File: src/rtl/operand_fetch_stage.sv
// Operand fetch: reads the register file, bypasses same-cycle writeback, stalls on busy-register hazards.
// Accept-to-out_valid latency is 1 cycle; in_ready drops on hazard or when the held output is not taken.
module operand_fetch_stage #(
  parameter int DATA_W = 8,
  parameter int ADDR_W = 3,
  parameter int OP_W   = 4,
  parameter int CNT_W  = 16
) (
  input  logic              clk,
  input  logic              rst_n,
  input  logic              in_valid,
  output logic              in_ready,
  input  logic [OP_W-1:0]   in_opcode,
  input  logic [ADDR_W-1:0] in_rd,
  input  logic              in_wr,
  input  logic [ADDR_W-1:0] in_rs1,
  input  logic [ADDR_W-1:0] in_rs2,
  input  logic              in_use_imm,
  input  logic [DATA_W-1:0] in_imm,
  output logic [ADDR_W-1:0] rf_read_addr1,
  output logic [ADDR_W-1:0] rf_read_addr2,
  input  logic [DATA_W-1:0] rf_read_data1,
  input  logic [DATA_W-1:0] rf_read_data2,
  input  logic              wb_en,
  input  logic [ADDR_W-1:0] wb_addr,
  input  logic [DATA_W-1:0] wb_data,
  output logic              out_valid,
  input  logic              out_ready,
  output logic [OP_W-1:0]   out_opcode,
  output logic [ADDR_W-1:0] out_rd,
  output logic              out_wr,
  output logic [DATA_W-1:0] out_a,
  output logic [DATA_W-1:0] out_b,
  output logic [(2**ADDR_W)-1:0] busy,
  output logic [CNT_W-1:0]  stall_cnt
);

  localparam int NREG = 2**ADDR_W;

  typedef struct packed {
    logic [OP_W-1:0]   opcode;
    logic [ADDR_W-1:0] rd;
    logic              wr;
    logic [DATA_W-1:0] a;
    logic [DATA_W-1:0] b;
  } op_t;

  op_t               out_q;
  logic [DATA_W-1:0] fwd1;
  logic [DATA_W-1:0] fwd2;
  logic [DATA_W-1:0] opb;
  logic              raw1;
  logic              raw2;
  logic              waw;
  logic              hazard;
  logic              space;
  logic              fire;
  logic              stall;
  logic [NREG-1:0]   busy_nxt;

  assign rf_read_addr1 = in_rs1;
  assign rf_read_addr2 = in_rs2;

  // The register file write only lands at the next edge, so pick up writeback data here.
  assign fwd1 = (wb_en && wb_addr == in_rs1) ? wb_data : rf_read_data1;
  assign fwd2 = (wb_en && wb_addr == in_rs2) ? wb_data : rf_read_data2;
  assign opb  = in_use_imm ? in_imm : fwd2;

  assign raw1   = busy[in_rs1] && !(wb_en && wb_addr == in_rs1);
  assign raw2   = !in_use_imm && busy[in_rs2] && !(wb_en && wb_addr == in_rs2);
  assign waw    = in_wr && busy[in_rd] && !(wb_en && wb_addr == in_rd);
  assign hazard = raw1 | raw2 | waw;

  assign space    = !out_valid || out_ready;
  assign in_ready = space && !hazard;
  assign fire     = in_valid && in_ready;
  assign stall    = in_valid && !in_ready;

  // Clear first so a same-cycle set on the same register takes priority.
  always_comb begin
    busy_nxt = busy;
    if (wb_en)
      busy_nxt[wb_addr] = 1'b0;
    if (fire && in_wr)
      busy_nxt[in_rd] = 1'b1;
  end

  always_ff @(posedge clk or negedge rst_n) begin
    if (!rst_n) begin
      out_q     <= '0;
      out_valid <= 1'b0;
      busy      <= '0;
      stall_cnt <= '0;
    end else begin
      if (fire) begin
        out_q.opcode <= in_opcode;
        out_q.rd     <= in_rd;
        out_q.wr     <= in_wr;
        out_q.a      <= fwd1;
        out_q.b      <= opb;
        out_valid    <= 1'b1;
      end else if (out_ready) begin
        out_valid <= 1'b0;
      end
      busy <= busy_nxt;
      if (stall && stall_cnt != {CNT_W{1'b1}})
        stall_cnt <= stall_cnt + {{(CNT_W-1){1'b0}}, 1'b1};
    end
  end

  assign out_opcode = out_q.opcode;
  assign out_rd     = out_q.rd;
  assign out_wr     = out_q.wr;
  assign out_a      = out_q.a;
  assign out_b      = out_q.b;

endmodule

File: config.mk
export PLATFORM = sky130hd
export DESIGN_NAME = operand_fetch_stage
export DESIGN_NICKNAME = d
export VERILOG_FILES = /design/src/rtl/operand_fetch_stage.sv
export SDC_FILE = /design/constraint.sdc
export NUM_CORES = 1
export LEC_CHECK = 0
export BUFFER_PORTS_ARGS = -buffer_cell sky130_fd_sc_hd__clkbuf_2
export CAP_MARGIN = 10
export CORE_ASPECT_RATIO = 0.8
export CORE_MARGIN = 8
export CORE_UTILIZATION = 42
export DETAILED_ROUTE_END_ITERATION = 10
export PLACE_DENSITY = 0.81
export SETUP_SLACK_MARGIN = 0.4
export SYNTH_ARGS = -nofsm -noshare
export SYNTH_HDL_FRONTEND = slang
export SYNTH_SLANG_ARGS = --single-unit
File: constraint.sdc
create_clock -name clk -period 2.8 [get_ports clk]
set_clock_uncertainty 0.2 [all_clocks]
set_input_delay 0.42 -clock clk [delete_from_list [all_inputs] [get_ports clk]]
set_output_delay 0.42 -clock clk [all_outputs]
set_load 0.01 [all_outputs]
==> flow_summary.ini <==
[logic_synthesis]
yosysUniqueCellTypes = 39
synthesis.area_mm2 = 0.00278
ys_seq_elements = 49
ys_seq_area_share_pct = 44.0
syn_inst = 263
synth-edff-count = 0
async_reset_ff_share_pct = 100
synth-main-ff-cell = dfrtp_1
syn_area_per_cell_um2 = 10.6
yosys_warnings = 0
synth_nets = 319

[setup_path]
arrival_ns = 2.48
end_kind = flop
crit_type = reg2reg
critPathRequiredTime_ns = 2.78
cp_max_fo = 36
startpoint_type = flop

[clock_tree]
h-tree-depth = 2
cts_made_buffers = 5
worstSkewPairLatency_ns = 0.30
clk_path_buf_depth = 2
cts_tree = built
holdBufCountCts = 0
clk_pin_slew_ns = 0.09
cts.sinks = 49
cts_root_buffer = clkbuf_8

[global_route]
grtUsageTotal_pct = 16.0
grt_util_met3_pct = 5.17
globalRouteMet1Util_pct = 20.5
grt_pass1_wl_um = 12300
grt_pass1_vias = 2487
grt_max_degree = 50
grtUsageMet2_pct = 25.9
busiest_layer = met2
grt_overflow_total = 0
grt_antenna_before_repair = 0

[run_status]
status = completed

[sta]
fmax_mhz = 400
slew_violations = 0
max_slew.worst_pin.slew_ns = 0.621
finalWorstSetupSlack_ns = 0.302
period_needed_ns = 2.50
holdWs_ns = 0.00829
fin_crit_sh_pct = 89.2
hold_viol = 0
setup_viol_count_final = 0
slew_headroom_pct = 58.6
rsz0062_at_grt = true
setup-tns-final_ns = 0

[layout]
stdcell_area_mm2 = 0.00359
fin_cells = 456
n_fill_cell = 578
diodes = 0
nets = 427
drive_above_1_share_pct = 43.3
syn2layout_area_growth_pct = 29.0

[drt]
routedWlPerCell_um = 17.1
firstDrtPassIters = 4
viasPerCell = 5.29
ant_nets = 0
num_vias = 2410
post-route-drc-count = 0
dr.first_iter.drc_count = 76
drt_wl_total_um = 7800

[worst_hold_path]
hp-class = in2async

[placement]
dp.cells = 441
place_hpwl_um = 6040
placed_area_mm2 = 0.00336
globalplace.congestion = 0.812
place_ws_ns = 0.0628
portBuffers = 110

[power]
power_density_mw_per_mm2 = 708
ir_drop_uv = 300
p_leak_nw = 1.82

[die]
initial_core_util_pct = 43.4
die_w_um = 107
die_area_mm2 = 0.00951
die_y_um = 88.8
ioPinCount = 111
core-area_mm2 = 0.00641
core.rowCount = 26

[flow_run]
drv_cap = 0
## layout make-up
class / count / area, µm² / share of cell area (%)
multi-input combinational: 188 / 1470 / 40.9
clock buffer: 7 / 86.3 / 2.40
clock inverter: 1 / 30.0 / 0.836
tap: 84 / 105 / 2.93
sequential: 49 / 1230 / 34.2
timing repair buffer: 122 / 653 / 18.2
inverter: 5 / 21.3 / 0.592
## registers in the layout (all words and copies together) (netlist names)
name,cells
out_rd,3
stall_cnt,16
out_a,8
busy,8
out_valid,1
out_wr,1
out_b,8
out_opcode,4
## critical path, stage by stage (launching register included)
cell      delay (ns)
dfrtp_2         0.45
mux4_2          0.48
nand2b_4        0.16
a41oi_4         0.17
buf_4           0.15
buf_4           0.10
nand4_4         0.14
buf_12          0.22
mux2_4          0.31
## cell usage after synthesis, types with 3 or more instances
| master | count | area share [%] |
|---|---|---|
| xnor2_1 | 18 | 5.7 |
| o21ai_0 | 22 | 4.0 |
| buf_2 | 7 | 1.3 |
| dfrtp_1 | 49 | 44 |
| mux2_2 | 10 | 4.0 |
| nor2_1 | 7 | 0.94 |
| mux2_4 | 7 | 3.8 |
| nand3b_1 | 4 | 1.1 |
| mux2i_1 | 21 | 7.6 |
| nand2_1 | 30 | 4.0 |
| a32o_1 | 4 | 1.4 |
| o31ai_1 | 5 | 1.3 |
| nor2b_1 | 3 | 0.67 |
| and3_1 | 5 | 1.1 |
| nand3_1 | 13 | 2.3 |
| mux4_2 | 3 | 2.4 |
| clkbuf_1 | 4 | 0.54 |
| nand2b_1 | 5 | 1.1 |
| buf_4 | 7 | 1.9 |
| inv_1 | 4 | 0.54 |
| a21oi_1 | 3 | 0.54 |
| nand4_1 | 13 | 2.9 |
## power breakdown
group	leakage, nW	internal, mW	switching (mW)	total [mW]
Clock	0.0585	0.291	0.231	0.523
Sequential	0.614	0.917	0.174	1.09
Combinational	1.15	0.461	0.467	0.928
## final timing paths
check / start / endpoint / slack, ns / cells past startpoint
setup / recovery: busy[7]$_DFF_PN0_ / out_opcode[2]$_DFFE_PN0P_ / 0.30 / 8
hold / removal: rst_n / stall_cnt[14]$_DFFE_PN0P_ / 0.008 / 2
setup reg to reg: busy[7]$_DFF_PN0_ / out_opcode[2]$_DFFE_PN0P_ / 0.30 / 8
hold reg to reg: out_a[2]$_DFFE_PN0P_ / out_a[2]$_DFFE_PN0P_ / 0.28 / 2
max in group asynchronous: rst_n / busy[6]$_DFF_PN0_ / 1.95 / 2
min in group clk: in_opcode[0] / out_opcode[0]$_DFFE_PN0P_ / 0.16 / 2
## metal layers
metal / wire [µm] / vias to the layer above
met1: 3370 / 1186
met3: 563 / 5
li1: - / 1149
met5: 0 / -
met2: 3820 / 70
met4: 37 / 0
## cells in the final DEF, fill, tap and decap left out, drive strengths merged, types with 6 or more instances in the layout
cell type and count:
mux2 17, o21ai 22, nand2b 6, nand3 14, buf 12, xnor2 18
nor2 7, clkbuf 117, nand4 14, nand2 30, dfrtp 49, mux2i 21
## stage by stage
stage	util (%)	power [mW]
after floorplan	-	1.59
after global placement	52.5	1.96
after detailed placement	52.5	1.99
after CTS	55.1	2.55
after global routing	56.1	2.71
final	56.1	2.54
## kinds of logic (layout without fill, tap and decap cells)
group	after synthesis	after routing	synth area share [%]
XOR/XNOR	20	20	6.29
flip-flops	49	49	44.0
AO/OA/AOI/OAI	38	38	9.35
adder cells (fa/ha/maj)	1	1	0.449
AND/OR/NAND/NOR	88	88	17.0
buffers and inverters	26	135	5.08
multiplexers	41	41	17.8
## what timing repair did
item / 4_1_cts / 5_1_grt
resized for setup: 2 / 11
pin swaps: 1 / 1
setup buffers: 6 / 1
endpoints found under the hold margin: 0 / 0
setup endpoints to repair: 9 / 41
No activity file was read; power rests on OpenSTA's default activity.
